File: config.mk
export PLATFORM = sky130hd
export DESIGN_NAME = boot_harness
export DESIGN_NICKNAME = d
export VERILOG_FILES = /design/src/rtl/boot_pkg.sv /design/src/rtl/boot_harness_run_monitor.sv /design/src/rtl/boot_harness.sv
export SDC_FILE = /design/constraint.sdc
export NUM_CORES = 1
export LEC_CHECK = 0
export ABC_AREA = 0
export ABC_CLOCK_PERIOD_IN_PS = 2600
export BUFFER_PORTS_ARGS = -buffer_cell sky130_fd_sc_hd__clkbuf_2
export CORE_MARGIN = 4
export CORE_UTILIZATION = 49
export CTS_CLUSTER_DIAMETER = 200
export DETAILED_ROUTE_END_ITERATION = 8
export HOLD_SLACK_MARGIN = 0.1
export MAX_ROUTING_LAYER = met4
export PLACE_DENSITY = 0.8
export SYNTH_ARGS = -nofsm -noshare
export SYNTH_HDL_FRONTEND = slang
export SYNTH_SLANG_ARGS = --single-unit
File: constraint.sdc
create_clock -name clk -period 2.6 [get_ports clk]
set_clock_uncertainty 0.05 [all_clocks]
set_input_delay 0.26 -clock clk [delete_from_list [all_inputs] [get_ports clk]]
set_output_delay 0.26 -clock clk [all_outputs]
set_load 0.02 [all_outputs]
File: src/rtl/boot_pkg.sv
// Shared types and default sizing for the boot harness.
package boot_pkg;

    localparam int XLEN_DEF       = 32;
    localparam int IMEM_DEPTH_DEF = 256;
    localparam int TIMEOUT_DEF    = 1000;

    // Harness sequencing: idle, stream image, core running, result held
    typedef enum logic [1:0] {
        ST_IDLE = 2'd0,
        ST_LOAD = 2'd1,
        ST_RUN  = 2'd2,
        ST_DONE = 2'd3
    } state_e;

endpackage

File: src/rtl/boot_harness_run_monitor.sv
// Watches core writeback for the signature register, counts run cycles
// and flags the timeout. Reports a single end-of-run event to the FSM.
module run_monitor
    import boot_pkg::*;
#(
    parameter int XLEN    = XLEN_DEF,
    parameter int SIG_REG = 10,
    parameter int TIMEOUT = TIMEOUT_DEF,
    parameter int CNT_W   = 32
) (
    input  logic             clk,
    input  logic             rst_n,
    input  logic             clear,
    input  logic             active,
    input  logic             wb_en,
    input  logic [4:0]       wb_rd,
    input  logic [XLEN-1:0]  wb_data,
    output logic             run_end,
    output logic             run_pass,
    output logic             run_timeout,
    output logic [XLEN-1:0]  run_code,
    output logic [CNT_W-1:0] cycles
);

    localparam logic [4:0]       SIG_RD   = 5'(SIG_REG);
    localparam logic [CNT_W-1:0] TMO_LAST = CNT_W'(TIMEOUT - 1);

    logic [CNT_W-1:0] cycles_q;
    logic [CNT_W-1:0] cycles_d;
    logic             sig_hit;
    logic             tmo_hit;

    // Classify this cycle: signature write wins over an expiring timer
    always_comb begin
        sig_hit     = active && wb_en && (wb_rd == SIG_RD);
        tmo_hit     = active && !sig_hit && (cycles_q == TMO_LAST);
        run_end     = sig_hit || tmo_hit;
        run_pass    = sig_hit && (wb_data == '0);
        run_timeout = tmo_hit;
        run_code    = (sig_hit && (wb_data != '0)) ? wb_data : '0;
    end

    // Next count: cleared on a new load, frozen on the ending cycle, saturating
    always_comb begin
        cycles_d = cycles_q;
        if (clear) begin
            cycles_d = '0;
        end else if (active && !run_end && (cycles_q != '1)) begin
            cycles_d = cycles_q + CNT_W'(1);
        end
    end

    // Cycle counter register
    always_ff @(posedge clk) begin
        if (!rst_n) begin
            cycles_q <= '0;
        end else begin
            cycles_q <= cycles_d;
        end
    end

    assign cycles = cycles_q;

endmodule

File: src/rtl/boot_harness.sv
// Boot harness: streams a program image into instruction memory, releases
// the core from reset at the boot PC, then records the run result.
module boot_harness
    import boot_pkg::*;
#(
    parameter int          XLEN       = XLEN_DEF,
    parameter int          IMEM_DEPTH = IMEM_DEPTH_DEF,
    parameter int unsigned BOOT_PC    = 0,
    parameter int          SIG_REG    = 10,
    parameter int          TIMEOUT    = TIMEOUT_DEF,
    parameter int          CNT_W      = 32
) (
    input  logic                          clk,
    input  logic                          rst_n,
    input  logic                          start,
    input  logic                          ld_valid,
    input  logic [XLEN-1:0]               ld_data,
    input  logic                          ld_last,
    output logic                          ld_ready,
    output logic                          imem_we,
    output logic [$clog2(IMEM_DEPTH)-1:0] imem_addr,
    output logic [XLEN-1:0]               imem_wdata,
    output logic                          cpu_rst_n,
    output logic [XLEN-1:0]               pc_init,
    input  logic                          wb_en,
    input  logic [4:0]                    wb_rd,
    input  logic [XLEN-1:0]               wb_data,
    output logic                          done,
    output logic                          pass,
    output logic [XLEN-1:0]               fail_code,
    output logic                          timeout,
    output logic                          overflow,
    output logic [CNT_W-1:0]              cycles
);

    localparam int            AW        = $clog2(IMEM_DEPTH);
    localparam logic [AW-1:0] LAST_ADDR = AW'(IMEM_DEPTH - 1);

    state_e            state_q, state_d;
    logic [AW-1:0]     addr_q, addr_d;
    logic              ld_ready_q, ld_ready_d;
    logic              imem_we_q, imem_we_d;
    logic [AW-1:0]     imem_addr_q, imem_addr_d;
    logic [XLEN-1:0]   imem_wdata_q, imem_wdata_d;
    logic              cpu_rst_n_q, cpu_rst_n_d;
    logic              done_q, done_d;
    logic              pass_q, pass_d;
    logic [XLEN-1:0]   fail_code_q, fail_code_d;
    logic              timeout_q, timeout_d;
    logic              overflow_q, overflow_d;

    logic              mon_clear;
    logic              mon_active;
    logic              mon_end;
    logic              mon_pass;
    logic              mon_timeout;
    logic [XLEN-1:0]   mon_code;

    // The core only counts as running once its reset has actually been released
    assign mon_active = (state_q == ST_RUN) && cpu_rst_n_q;

    run_monitor #(
        .XLEN    (XLEN),
        .SIG_REG (SIG_REG),
        .TIMEOUT (TIMEOUT),
        .CNT_W   (CNT_W)
    ) u_run_monitor (
        .clk         (clk),
        .rst_n       (rst_n),
        .clear       (mon_clear),
        .active      (mon_active),
        .wb_en       (wb_en),
        .wb_rd       (wb_rd),
        .wb_data     (wb_data),
        .run_end     (mon_end),
        .run_pass    (mon_pass),
        .run_timeout (mon_timeout),
        .run_code    (mon_code),
        .cycles      (cycles)
    );

    // Next-state and registered-output logic for the load/run sequence
    always_comb begin
        state_d      = state_q;
        addr_d       = addr_q;
        ld_ready_d   = ld_ready_q;
        imem_we_d    = 1'b0;
        imem_addr_d  = imem_addr_q;
        imem_wdata_d = imem_wdata_q;
        cpu_rst_n_d  = 1'b0;
        done_d       = done_q;
        pass_d       = pass_q;
        fail_code_d  = fail_code_q;
        timeout_d    = timeout_q;
        overflow_d   = overflow_q;
        mon_clear    = 1'b0;

        unique case (state_q)
            ST_IDLE, ST_DONE: begin
                if (start) begin
                    state_d     = ST_LOAD;
                    ld_ready_d  = 1'b1;
                    addr_d      = '0;
                    imem_addr_d = '0;
                    done_d      = 1'b0;
                    pass_d      = 1'b0;
                    fail_code_d = '0;
                    timeout_d   = 1'b0;
                    overflow_d  = 1'b0;
                    mon_clear   = 1'b1;
                end
            end
            ST_LOAD: begin
                if (ld_valid && ld_ready_q) begin
                    imem_we_d    = 1'b1;
                    imem_addr_d  = addr_q;
                    imem_wdata_d = ld_data;
                    addr_d       = addr_q + AW'(1);
                    if (ld_last) begin
                        // Core release waits one more cycle so the last write lands first
                        state_d    = ST_RUN;
                        ld_ready_d = 1'b0;
                    end else if (addr_q == LAST_ADDR) begin
                        // Image does not fit: keep the word, refuse the rest, never boot
                        state_d    = ST_DONE;
                        ld_ready_d = 1'b0;
                        done_d     = 1'b1;
                        pass_d     = 1'b0;
                        overflow_d = 1'b1;
                    end
                end
            end
            ST_RUN: begin
                cpu_rst_n_d = 1'b1;
                if (mon_end) begin
                    state_d     = ST_DONE;
                    cpu_rst_n_d = 1'b0;
                    done_d      = 1'b1;
                    pass_d      = mon_pass;
                    fail_code_d = mon_code;
                    timeout_d   = mon_timeout;
                end
            end
            default: state_d = ST_IDLE;
        endcase
    end

    // State and output registers with synchronous active-low reset
    always_ff @(posedge clk) begin
        if (!rst_n) begin
            state_q      <= ST_IDLE;
            addr_q       <= '0;
            ld_ready_q   <= 1'b0;
            imem_we_q    <= 1'b0;
            imem_addr_q  <= '0;
            imem_wdata_q <= '0;
            cpu_rst_n_q  <= 1'b0;
            done_q       <= 1'b0;
            pass_q       <= 1'b0;
            fail_code_q  <= '0;
            timeout_q    <= 1'b0;
            overflow_q   <= 1'b0;
        end else begin
            state_q      <= state_d;
            addr_q       <= addr_d;
            ld_ready_q   <= ld_ready_d;
            imem_we_q    <= imem_we_d;
            imem_addr_q  <= imem_addr_d;
            imem_wdata_q <= imem_wdata_d;
            cpu_rst_n_q  <= cpu_rst_n_d;
            done_q       <= done_d;
            pass_q       <= pass_d;
            fail_code_q  <= fail_code_d;
            timeout_q    <= timeout_d;
            overflow_q   <= overflow_d;
        end
    end

    assign ld_ready   = ld_ready_q;
    assign imem_we    = imem_we_q;
    assign imem_addr  = imem_addr_q;
    assign imem_wdata = imem_wdata_q;
    assign cpu_rst_n  = cpu_rst_n_q;
    assign pc_init    = XLEN'(BOOT_PC);
    assign done       = done_q;
    assign pass       = pass_q;
    assign fail_code  = fail_code_q;
    assign timeout    = timeout_q;
    assign overflow   = overflow_q;

endmodule

==> out/results.txt <==
Dpl cells = 987
Power Total = 5.490 mW
Largest delay share family, worst path = simple AND/OR/NAND/NOR gates
Worst-path fanout max = 11
TritonCTS clock tree = built
Ys Warns = 0
Dominant synthesized flop cell = dfxtp_1
Max Cap Viol = 0
Final min period = 2311 ps
Syn Inst Count = 689
Lkg Pwr = 3.149 nW
Hold Path Stages = 3
Gpl congestion = 0.8693
WP buf/inv = 0
Worst-path cell chain = ha_1, and4_1, and3_1, nor4_2, a21oi_1, a31o_2
Post-CTS setup buffer count = 0
Initial antenna violation count = 0
RSZ-0062 raised after global routing = false
Vias = 5819
FF-to-FF setup slack = 290 ps
Slew Limit Fails = 0
Die X = 114.9 um
Layout cells sized above 1 = 26.51%
Hold Fails Final Rpt = 0
Crit. End Element = flop
H-tree depth = 4
Die Area = 0.01321 sq mm
Area growth, synth to finish = 38.67%
Vias/cell = 5.363
Setup-failing EPs final = 0
Fin util = 70.45%
Largest net degree at the start of global routing = 78
I/O Buffers = 185
P per Cell Area = 706.5 mW/mm^2
Async S/R FF share, synth = 0%
Number of flops mapped to enable cells by yosys = 0
Setup_tns = 0 ps
Final net count = 1009
Critical R2R Capture = u_run_monitor.cycles[7]
1st-pass router iterations = 5
First-pass GRT wire length = 26.52 mm
Number of nets with antenna violations after routing = 0
Sequential fraction of the synthesis area = 43.22%
Max Freq = 0.4327 GHz
Worst-case hold slack = 181.0 ps
Total track usage = 25.57%
Fillers = 829
Flops & latches, synth = 121
Inserted Clock Buffers = 17
Worst vdd ir = 0.6427 mV
Clk sink count = 121
Die span in y = 114.9 um
Crit start category = flop
Hold Path Class = in2reg
Clock slew at reported path FFs = 50 ps
WL per Instance = 15.43 um
Worst Max-Slew Pin Slew = 703.5 ps
Slew HR = 53.10%
Root buffer cell = clkbuf_16
R2r startpoint = u_run_monitor.cycles[0]
Commonest cells after routing, fill and taps aside = 185 x clkbuf_2, 144 x nand2_1, 121 x dfxtp_1
Mapped cell area = 0.005604 sq mm
Final Cycle Share = 88.88%
Critical-path top delay cell = nor4_2
CTS resizes = 0
Avg Cell Area, Syn = 8.134 sq um
Grt ovf = 0
HPWL after DPL = 10.59 mm
Commonest non-fill, non-tap cell in the layout = clkbuf_2
Status = completed
Rows = 38
Initial core utilization = 50.81%
Worst setup path class = reg2reg
CP required = 2850 ps
# IOs = 218
Beginning of the critical path = u_run_monitor.cycles[0]
DRT iter0 DRCs = 576
DRC viols = 0
Min-delay src = rst_n
Final wirelength = 16.74 mm
Data arrival time of the critical path = 2560 ps
Max stage delay on crit path = 440 ps
R2R cell count = 6
Distinct cell type count after synthesis = 56
Core area = 0.01103 sq mm
Clock Latency Late Sink = 410 ps
Longest Clk Path Bufs = 2
WHS Endpoint = timeout
Number of global-route vias before repair = 5421
Final Non-Filler Cells = 1085
timing repair:
| item | 4_1_cts | 5_1_grt |
|---|---|---|
| endpoints found under the setup margin | 0 | 0 |
| hold buffers | 64 | 0 |
| hold endpoints to repair | 64 | 0 |
cell families (layout without fill, tap and decap cells):
group / count (synthesis) / count (layout) / share of synthesized area [%]
muxes: 2 / 2 / 0.3572
buffers and inverters: 80 / 303 / 7.993
and+or+nand+nor: 329 / 329 / 29.54
other: 1 / 34 / 0.06691
AOI/OAI and AO/OA: 132 / 132 / 14.80
adders and majority gates: 4 / 4 / 0.8931
DFF: 121 / 121 / 43.22
xor gates and xnor gates: 20 / 20 / 3.126
worst reg2reg max path: cells and delay by family, from the launching register on:
family | cells | cell delay, ps
simple gates | 3 | 1130
compound gates | 2 | 350
flops | 1 | 360
fa+ha+maj | 1 | 330
synthesized netlist by cell type (8+ instances only):
library cell	count	area share, %
a21boi_0	34	4.6
a21oi_1	20	1.8
and2_1	9	1.0
buf_4	33	4.4
clkbuf_1	25	1.7
dfxtp_1	121	43
inv_1	9	0.60
nand2_1	145	9.7
nand3_1	59	5.3
nand4_1	10	1.1
nor2_1	31	2.1
nor3_1	10	0.89
nor4_1	17	1.9
o21ai_0	15	1.3
o21ai_1	38	3.4
or3_1	8	0.89
xnor2_1	13	2.0
through the flow:
step	setup slack, ps	cell area [sq um]
floorplan	425.5	5720
global placement	313.5	6525
detailed placement	301.1	6525
CTS	299.7	7766
global route	45.90	7766
finish	289.0	7771
registers in the layout, indices dropped and copies added (netlist names):
signal	cells
state_q	2
done	1
cpu_rst_n	1
addr_q	8
timeout	1
overflow	1
u_run_monitor.cycles	32
imem_we	1
fail_code	32
pass	1
ld_ready	1
imem_addr	8
imem_wdata	32
where the power goes:
part / total (mW) / internal (mW) / switching [mW]
Sequential: 1.96 / 1.92 / 0.0477
Combinational: 1.13 / 0.386 / 0.744
Clock: 2.40 / 1.51 / 0.884
Total: 5.49 / 3.81 / 1.68
layout make-up:
type	count	area (sq um)	share of cell area (%)
antenna	2	5.005	0.06440
clock buffer	18	429.2	5.522
clock inverter	14	171.4	2.206
inverter	9	33.78	0.4347
multi-input combinational	519	2858	36.77
sequential	121	2422	31.17
tap	140	175.2	2.254
timing repair buffer	262	1677	21.57
metal layers:
| metal | vias up | GRT usage (%) | share of wire (%) |
|---|---|---|---|
| met1 | 2654 | 30.16 | 41 |
| li1 | 2827 | - | - |
| met5 | - | - | 0 |
| met4 | 0 | 11.50 | 3.8 |
| met3 | 60 | 7.053 | 7.3 |
| met2 | 278 | 40.63 | 47 |
worst max path at each step:
| stage | to | depth (start not counted) |
|---|---|---|
| 3_3_place_gp | u_run_monitor.cycles[7] | 5 |
| 5_1_grt | u_run_monitor.cycles[9] | 6 |
| 3_5_place_dp | u_run_monitor.cycles[7] | 6 |
| 4_1_cts | u_run_monitor.cycles[7] | 5 |
| 6_report | u_run_monitor.cycles[7] | 6 |
| 2_1_floorplan | u_run_monitor.cycles[17] | 9 |
Power figures use the tool's default switching activity.
